===== src/rtl/sad_pingpong_buffer.sv =====
// Ping-pong serial-in, parallel-out sample buffer feeding the SAD array.
// Samples are written one per accepted beat into the current write bank.
// A completed bank is presented as one flat vector until the consumer
// releases it, while the other bank keeps loading.
module sad_pingpong_buffer #(
  parameter int WIDTH   = 8,
  parameter int DEPTH   = 80,
  parameter int PTR_W   = 7,
  parameter int REVERSE = 0
) (
  input  logic                     clk,
  input  logic                     rst,
  input  logic                     flush,
  input  logic                     in_valid,
  output logic                     in_ready,
  input  logic [WIDTH-1:0]         in_data,
  output logic                     out_valid,
  input  logic                     out_ready,
  output logic [DEPTH*WIDTH-1:0]   out_data,
  output logic                     out_bank,
  output logic [PTR_W-1:0]         fill_count,
  output logic                     drop
);

  localparam logic [PTR_W-1:0] LAST = PTR_W'(DEPTH - 1);

  logic [1:0]       full_q, full_d;
  logic             wr_bank_q, wr_bank_d;
  logic             rd_bank_q, rd_bank_d;
  logic             drop_q, drop_d;
  logic [PTR_W-1:0] wr_ptr_q, wr_ptr_d;
  logic [PTR_W-1:0] lane_w;
  logic             accept, rel, wr_en;

  logic [1:0][DEPTH-1:0][WIDTH-1:0] mem;

  // A bank under write is never full, so in_ready only drops when both are full.
  assign in_ready   = ~full_q[wr_bank_q];
  assign out_valid  = full_q[rd_bank_q];
  assign out_bank   = rd_bank_q;
  assign fill_count = wr_ptr_q;
  assign drop       = drop_q;
  assign out_data   = out_valid ? mem[rd_bank_q] : '0;

  assign accept = in_valid & in_ready;
  assign rel    = out_valid & out_ready;
  // flush suppresses the write as well as the control update
  assign wr_en  = accept & ~flush;
  assign lane_w = (REVERSE != 0) ? (LAST - wr_ptr_q) : wr_ptr_q;

  // One storage cell per bank/lane; contents survive reset and flush.
  for (genvar b = 0; b < 2; b++) begin : g_bank
    for (genvar k = 0; k < DEPTH; k++) begin : g_lane
      logic [WIDTH-1:0] cell_q;
      // capture the sample when this bank/lane is the write target
      always_ff @(posedge clk) begin
        if (wr_en && (wr_bank_q == 1'(b)) && (lane_w == PTR_W'(k)))
          cell_q <= in_data;
      end
      assign mem[b][k] = cell_q;
    end
  end

  // Next-state: completion and release hit different banks, so both apply.
  always_comb begin
    full_d    = full_q;
    wr_bank_d = wr_bank_q;
    rd_bank_d = rd_bank_q;
    wr_ptr_d  = wr_ptr_q;
    drop_d    = drop_q;
    if (accept) begin
      if (wr_ptr_q == LAST) begin
        full_d[wr_bank_q] = 1'b1;
        wr_ptr_d          = '0;
        wr_bank_d         = ~wr_bank_q;
      end else begin
        wr_ptr_d = wr_ptr_q + PTR_W'(1);
      end
    end
    if (rel) begin
      full_d[rd_bank_q] = 1'b0;
      rd_bank_d         = ~rd_bank_q;
    end
    if (in_valid && !in_ready)
      drop_d = 1'b1;
    if (flush) begin
      full_d    = '0;
      wr_bank_d = 1'b0;
      rd_bank_d = 1'b0;
      wr_ptr_d  = '0;
      drop_d    = 1'b0;
    end
  end

  // Control state register with asynchronous reset.
  always_ff @(posedge clk or posedge rst) begin
    if (rst) begin
      full_q    <= '0;
      wr_bank_q <= 1'b0;
      rd_bank_q <= 1'b0;
      wr_ptr_q  <= '0;
      drop_q    <= 1'b0;
    end else begin
      full_q    <= full_d;
      wr_bank_q <= wr_bank_d;
      rd_bank_q <= rd_bank_d;
      wr_ptr_q  <= wr_ptr_d;
      drop_q    <= drop_d;
    end
  end

endmodule

===== config.mk =====
export PLATFORM = sky130hd
export DESIGN_NAME = sad_pingpong_buffer
export DESIGN_NICKNAME = d
export VERILOG_FILES = /design/src/rtl/sad_pingpong_buffer.sv
export SDC_FILE = /design/constraint.sdc
export NUM_CORES = 1
export LEC_CHECK = 0
export CAP_MARGIN = 10
export CORE_MARGIN = 1.5
export CORE_UTILIZATION = 40
export DETAILED_ROUTE_END_ITERATION = 16
export DONT_BUFFER_PORTS = 1
export GPL_ROUTABILITY_DRIVEN = 0
export MAX_ROUTING_LAYER = met4
export PLACE_DENSITY_LB_ADDON = 0.1
export SYNTH_ARGS = -nofsm -noshare
export SYNTH_HDL_FRONTEND = slang
export SYNTH_SLANG_ARGS = --single-unit
export TNS_END_PERCENT = 1

===== constraint.sdc =====
create_clock -name clk -period 4.9 [get_ports clk]
set_input_delay 0.735 -clock clk [delete_from_list [all_inputs] [get_ports clk]]
set_output_delay 0.735 -clock clk [all_outputs]
set_load 0.1 [all_outputs]

# Word-level counts from Yosys, hierarchy flattened
# Cells that the tools add are included.
# totals
output_inout_bits,651
inputBits,13
register_bits,1292
# classes
add_sub_neg,1
magnitude_cmp,4
n_reduce_logical,171
eq_ne,79
bitwise_logic,10
muxes,25
# op_table
op,count
640-bit 2-to-1 mux,3
7-bit by 6-bit equality test with 1-bit output (second input constant),32
1-bit logical AND,165
7-bit by 5-bit equality test with 1-bit output (second input constant),16
7-bit equality test (second input constant),16
7-bit by 4-bit equality test with 1-bit output (second input constant),8
7-bit by 3-bit equality test with 1-bit output (second input constant),4
7-bit 2-to-1 mux,3
7-bit by 2-bit equality test with 1-bit output (second input constant),2
1-bit 2-to-1 mux,13
2-bit 2-to-1 mux,4
2-bit nonzero test,4
7-bit by 1-bit adder with 7-bit output (second input constant),1
7-bit by 1-bit equality test with 1-bit output (second input constant),1
7-bit zero test,1
1-bit by 2-bit < comparator with 1-bit output (second input constant),2
1-bit NOT,4
1-bit bitwise AND,3
2-bit bitwise AND,1
1-bit demux with 1-bit select,2
1-bit >= comparator (second input constant),2
2-bit NOT,1
2-bit OR,1
2-bit AND reduction,1

# Longest topological paths before layout
# Gate-level depths: netlist of run 1.
# logic_depth
word_depth,10
mapped_depth,6

# Worst setup path after synthesis of run 1
# OpenSTA, ideal clock, no wires.
# synth_path
kind,flip-flop to output port
start,register rd_bank_q (netlist: out_bank)
end,output out_data[281]
stages_incl_launch_ff,7
t_arrival_ns,3.160
required_time_ns,4.165
path_slack_ns,1.005
cell_sequence,dfrtp_1 > buf_2 > buf_2 > buf_2 > buf_2 > mux2i_1 > nor2_1
# synth_between
elab_chain_cells,3
# synth_lines
item,line,source
from (decl),29,"logic rd_bank_q, rd_bank_d;"
from (signal assigned),106,rd_bank_q <= rd_bank_d;
640-bit 2-to-1 mux (not written as such) or 1-bit 2-to-1 mux (tied branches) (2 in series),"43, 39",
640-bit 2-to-1 mux *,43,assign out_data = out_valid ? mem[rd_bank_q] : '0;
to (decl),19,"output logic [DEPTH*WIDTH-1:0] out_data,"
# Every way passes the cells marked *; elsewhere a longest branch is shown, timed or not. The select of a mux whose other input is x is not followed.

# Worst setup path in the final report of run 1
# layout_path
start,register rd_bank_q (netlist: out_bank)
end,output out_data[31]
# Same word-level chain as after synthesis.

==> results of run 1 <==
## logic make-up after synthesis
logic type / after synthesis / synth area share (%)
compound gates: 20 / 0.2570
flops: 1292 / 78.01
mux: 644 / 13.00
simple gates: 877 / 6.916
buf+inv: 176 / 1.721
fa+ha+maj: 4 / 0.1008
## synth_stat cells (2+ instances only)
library cell | n | area [um2]
a31oi_1 | 2 | 12.51
nor2_1 | 803 | 3014
nand2_1 | 26 | 97.59
a21oi_1 | 5 | 25.02
mux2_2 | 2 | 22.52
o2111ai_1 | 2 | 17.52
clkbuf_1 | 34 | 127.6
inv_1 | 7 | 26.28
mux2i_1 | 641 | 6416
nand3_1 | 16 | 80.08
and3_1 | 4 | 25.02
buf_2 | 121 | 605.6
dfrtp_1 | 12 | 300.3
ha_1 | 4 | 50.05
a41oi_1 | 2 | 17.52
nand4_1 | 7 | 43.79
or3b_2 | 2 | 17.52
o21ai_0 | 6 | 30.03
nor3b_1 | 2 | 15.01
buf_4 | 11 | 82.58
nand3b_1 | 2 | 15.01
nor2b_1 | 6 | 37.54
edfxtp_1 | 1280 | 38440
## metrics by stage
stage	total power, uW	util [%]
after CTS	22440	48.69
after detailed placement	12450	45.15
after floorplan	12430	-
after global placement	12450	45.15
after global routing	22870	48.69
final	22230	48.69
## cell type report
class,instances,area [um2]
Antenna cell,2,5.005
Clock buffer,172,3686
Clock inverter,73,664.4
Fill cell,10267,63360
Inverter,8,30.03
Multi-Input combinational cell,1545,11680
Sequential cell,1292,38740
Tap cell,1637,2048
Timing Repair Buffer,421,3263
## worst reg2reg max path, stage by stage (launching register included)
cell	delay, ps
dfrtp_1	1110
ha_1	440
nand2_1	690
nor2_1	1150
## worst paths after layout
path                                from                        endpoint  slack (ps)  depth (start not counted)
max                             out_bank                    out_data[31]         600                          5
min                                flush                            drop          90                          1
max reg2reg                fill_count[1]  g_bank[1].g_lane[54].cell_q[6]        1130                          3
min reg2reg                    full_q[1]                       full_q[1]         670                          1
max in group asynchronous            rst                        out_bank        3930                          2
min in group asynchronous            rst                   fill_count[2]         560                          2
## state kept, by name, summed over array words and instances (netlist names)
| signal | count |
|---|---|
| g_bank.g_lane.cell_q | 1280 |
| fill_count | 7 |
| drop | 1 |
| wr_bank_q | 1 |
| out_bank | 1 |
| full_q | 2 |
## placed cells by master, fill, tap and decap left out, types with 16 or more instances in the layout
master	count
edfxtp_1	1280
mux2i_1	640
nor2_2	640
buf_4	412
nor2_1	163
clkbuf_16	142
clkbuf_1	28
clkinv_1	26
nand2_1	26
clkinv_2	24
nand3_1	16
## power by group through the flow
stage	clock [uW]	combinational (uW)	sequential, uW
2_1_floorplan	0	26.9	12400
3_3_place_gp	0	52.4	12400
3_5_place_dp	0	53.2	12400
4_1_cts	10200	54.1	12200
5_1_grt	10700	57.0	12200
6_report	10000	54.5	12200
## metal layers
layer  up-vias  GRT usage [%]
met2       861          36.96
li1      11869              -
met3       195          4.144
met5         -              -
met4         0          7.068
met1     13542          28.47
## timing repair
action | 4_1_cts | 5_1_grt
setup buffers | 0 | 0
gates resized for setup | 0 | 0
hold buffers | 1 | 0
endpoints found under the hold margin | 12 | 0
==> out/summary.md, run 1 <==
The run finished with clean final reports. Derived from the worst setup path, the maximum achievable clock frequency is 232.7 MHz. For the finished layout, the period the worst path requires is 4296 ps. The cell family contributing the most delay on the critical path is buffers and inverters. In this design, the stage delay of the slowest critical-path cell is 760 ps. In this run, synthesis produced a sequential element count of 1292.

STA puts the critical path data required time at 4160 ps. For the maximum number of pins on one net before global-route repair, the log shows 161. After detailed routing, the average wire length per cell comes to 27.30 um.

The number of vias after detailed routing is 26467. Setup repair after global routing left no endpoint under its margin. No sink is reached through more buffers than the 3 on the longest clock path.

The post-synth net total was 3030; the ratio of final minimum period to clock period was 87.68%. The worst setup path is captured at an output port. Number of buffers created by CTS: 137. For the number of DRC violations after detailed routing, the log shows 0.

In this run the remaining antenna-violating nets after routing total 0. The run gives 1134 ps as the minimum setup slack after placement. The critical path launch point type is a flop.

The run gives 26885 as the number of global-route vias before repair. TritonCTS built the clock tree. Summed over all cells, the static leakage comes to 0.01829 uW. The power per cell area is 369.8 nW/um2.

For the gate count of the mapped netlist, the log shows 3013. Clock skew on the completed layout was measured at 26.44 ps. The number of enable flip-flop cells after synthesis was 1280; the clock latency reported for the late side of the worst-skew pair was 740 ps. The distinct cell type count of the synthesized netlist is 39.

For this run, the leading register cell type out of synthesis is edfxtp_1. At the pin with the least slew margin, the transition time is 1208 ps. Count of endpoints failing hold in the final timing report: 0. The switching power total is 4208 uW. The overall die area is 126300 um2, and the wire length of the first global-routing pass is 196700 um.

Pin placement for this block handled 664 I/O pins. Among all stages on the critical path, the largest delay is contributed by buf_4. Final setup slack of the worst path: 603.5 ps. Of all nets on the critical path, the largest fanout is 53. The clock-pin transition on the worst setup and hold timing paths works out to 60 ps.

In this run, the combinational gates consume 0.2% of the power. Sequential cells burn 54.7% of the power. The setup path with the least slack is of type reg -> out.

Core box area: 123500 um2. The finished cells cover 60120 um2. Cells with a size suffix above 1 make up 35.97% of the layout.

Counting tap cells, the placed design contains a total of 4902 instances. Cell internal power was estimated by the tool at 18020 uW. The tools report the number of iterations in the first detailed-routing pass as 6. The floorplan step set the die height to 355.3 um.

The H-tree generated during clock tree synthesis spans 4 levels. The post-place instance area was 55750 um2. The total number of yosys warnings is 0. The root buffer cell chosen for the clock tree is clkbuf_16.

The total overflow left after global routing is 0. The area growth from synthesis to layout is 21.07%. Counting stages on the worst path, the most repeated cell is buf_4. The row count came out at 129.

Across the run, the number of max-cap violations was 0. Walking the worst path, the cells encountered are buf_4 -> buf_4 -> mux2i_1 -> nor2_2 -> buf_4. Buffers placed on the I/O ports in this run total 0. The logs give 22.55% for the global router's overall resource usage and 5150 for the number of cells in the finished layout apart from fillers.

In the routed layout, each cell is associated on average with a via count of 5.139. For this block, the initial DRC count from the detailed router was 1781. Counting both buffers and inverters, the worst setup path holds a total of 3. Adding up every negative setup slack in the final design gives 0 ps.

The clock drives 1292 sinks. Summed over all nets, wire length on met2 after detailed routing comes to 70310 um. The logs give 4 for the number of antenna violations at the first check in global routing and 0 for the number of setup violations in the final report. Tightest hold margin: 89.90 ps. The worst pin sits at a relative slew slack of 19.37%. Path category of the worst min-delay check: in -> reg. The logs give 78.01% for the sequential area share after synthesis and 7525 um for the length of routed met3 wiring. Worst ir drop on vdd: 0.3093 mV. The initial core utilization came out at 40.22%. The HPWL after detailed placement was 86950 um; the arrival time at the worst endpoint was 3560 ps. Highest layer used for signal routing: met4. The power share of the clock group is 45.0%. Of the total power, the share spent switching nets is 18.93%. After synthesis, the share of flip-flops with an asynchronous set or reset is 0.9288%. After detailed routing, the wire length on met1 is 59030 um.

The width of the die is 355.3 um, and the count of final max-slew check failures is 0. The final routed wirelength across all metal layers is 140600 um, and the mean instance size in the synthesized netlist is 16.48 um2. At the end of the flow, the number of nets in the layout was 3422.

Summed instance area of the synthesized netlist: 49660 um2.
(Power assumes the default switching activity.)
==> run 2, diff against run 1 <==
--- a/config.mk
+++ b/config.mk
@@ -7,7 +7,7 @@
 export LEC_CHECK = 0
 export CAP_MARGIN = 10
 export CORE_MARGIN = 1.5
-export CORE_UTILIZATION = 40
+export CORE_UTILIZATION = 62
 export DETAILED_ROUTE_END_ITERATION = 16
 export DONT_BUFFER_PORTS = 1
 export GPL_ROUTABILITY_DRIVEN = 0
==> out/summary.md, run 2 (synthesis gave the netlist of run 1 again) <==
For this block, wires on met1 add up to 48270 um. STA classifies the critical path endpoint as an output port. CTS saw 1292 sinks. The run gives 96.43 ps as the tightest hold margin. For the reported leakage power, the log shows 0.01756 uW.

Register with the most flip-flops: g_bank.g_lane.cell_q. Counting along the longest clock path gives a buffer depth of 3. The design draws 21820 uW. Among all stages on the critical path, the largest delay is contributed by mux2i_4. On the worst path, the slowest cell contributes a delay of 980 ps. Across the routed clock network, the largest skew measured is 20.96 ps. The number of antenna violations at the first check in global routing was 1; the number of global-route vias before repair was 25850. The final setup slack of the worst path was 530.7 ps. Setup repair after global routing left no endpoint under its margin. In this run the worst path has a maximum fanout of 67.

The count of hold-fix buffers inserted at cts came out at 1. The number of setup buffers added after CTS is 0. The ratio of final minimum period to clock period was 89.17%; the maximum number of pins on one net before global-route repair was 161.

The count of final max-slew check failures was 0. The initial DRC count is 2440. Once detail routing completed, the nets flagged for antenna violations numbered 0. TritonCTS created 130 clock buffers.

The number of levels the H-tree was split into was 4. For the pin with the worst max-slew slack, the measured transition is 1249 ps. Total met2 wirelength after detailed routing: 61910 um. The number of cells in the finished layout apart from fillers is 4433. Kind of critical path: reg -> out. Flip-flop count of the largest register after layout: 1280.

Input and output buffers added on the ports amount to 0. TritonCTS built the clock tree. Overall die area: 81800 um2. In the layout the commonest cells are 1280 x edfxtp_1, 640 x mux2i_1, 640 x nor2_2. After detailed routing, the number of remaining DRC violations is 0. The detailed-route vias per instance was 5.976.

The run gives 720 ps as the clock latency reported for the late side of the worst-skew pair. STA classifies the critical path startpoint as a flop. By instance count, the cell type seen most on the critical path is buf_12. The final critical delay including setup and external delays was 4369 ps; the number of vias after detailed routing was 26491. In the final timing run, aggregate negative setup slack is 0 ps.

The power per cell area was 374.1 nW/um2; the number of primary I/O pins was 664. Leaving out fill and tap cells, the most frequent cell in the layout is edfxtp_1. The die extent in y was 286.0 um; the final routed wirelength across all metal layers was 125800 um.

The initial core utilization was 62.76%. The reported max-cap violation count was 0; the number of resized instances in the post-cts repair step was 0. The run gives 0 as the count of endpoints failing hold in the final timing report.

The tree is rooted in a clkbuf_16. The fmax was 228.9 MHz; the residual overflow from global routing was 0. Including well taps, the total number of placed cells is 4195. The run gives 79130 um2 as the core box area. After detailed routing, no signal wire sits above met4. For the worst setup path, the data arrival time is 3630 ps.

The run finished with clean final reports. In the final routed layout, each cell accounts on average for 28.37 um. The length of routed met3 wiring is 10730 um, and the number of nets at the end of the flow is 3295.

Setup violations remaining at the end of the flow were counted as 0. STA puts the critical path data required time at 4160 ps. The first detailed-routing pass ran for 5 iterations.

Minimum setup slack after placement: 1239 ps. Traced cell by cell, the critical path runs through mux2i_4 -> buf_12 -> buf_12 -> nor2_2. Across the VDD grid, the largest voltage drop is 0.3156 mV. The global router's overall resource usage was 31.48%; the share of cells above drive strength 1 was 33.56%. The area added between synthesis and finish came out at 17.46%. In this run the worst hold path is classified as in -> reg.

The clock-pin transition on the worst setup and hold timing paths is 60 ps, and the row count is 103. The width of the die came out at 286.0 um. The HPWL after detailed placement is 75860 um. The worst slew margin relative to its limit is 16.65%. The first global-routing pass estimated 177900 um of wire.
-- run 2: cell count changes in the layout (fill, tap and decap cells not counted), sizes merged --
cell,change
buf,-120
clkbuf,-12
inv,+4
clkinvlp,-1
diode,-1
-- run 2: path summary, 6_finish.rpt --
| path | start | end | slack, ps | cells past startpoint |
|---|---|---|---|---|
| setup / recovery | out_bank | out_data[134] | 530 | 4 |
| hold / removal | flush | drop | 100 | 1 |
| setup reg to reg | fill_count[4] | g_bank[1].g_lane[64].cell_q[1] | 1200 | 4 |
| hold reg to reg | full_q[1] | full_q[1] | 690 | 1 |
| max in group asynchronous | rst | out_bank | 4000 | 2 |
| min in group asynchronous | rst | drop | 540 | 2 |
-- run 2: cell type report --
type                            instances  area, um2
Multi-Input combinational cell       1545      11680
Inverter                                8      30.03
Fill cell                            4800      20800
Clock buffer                          160       3440
Timing Repair Buffer                  301       2425
Tap cell                             1050       1314
Sequential cell                      1292      38740
Antenna cell                            1      2.502
Clock inverter                         76      698.2
-- run 2: power by group --
| part | internal (uW) | switching [uW] |
|---|---|---|
| registers | 12100 | 8.44 |
| clock network | 5550 | 4060 |
| logic | 9.97 | 47.8 |
-- run 2: critical path: cells and delay by family (launching register included) --
family                 cells  cell delay (ps)
DFF                        1              630
and+or+nand+nor            1              320
buffers and inverters      2              850
muxes                      1              980
-- run 2: routing by layer --
layer  global-route usage (%)  vias up
met5                        -        -
met3                    8.070      231
met4                    12.17        0
met2                    49.38     1195
met1                    39.76    13469
li1                         -    11596
-- run 2: through the flow --
| step | util (%) | cell area (um2) |
|---|---|---|
| floorplan | - | 49660 |
| global placement | 68.47 | 54180 |
| detailed placement | 68.47 | 54180 |
| CTS | 73.71 | 58330 |
| global route | 73.71 | 58330 |
| finish | 73.72 | 58330 |
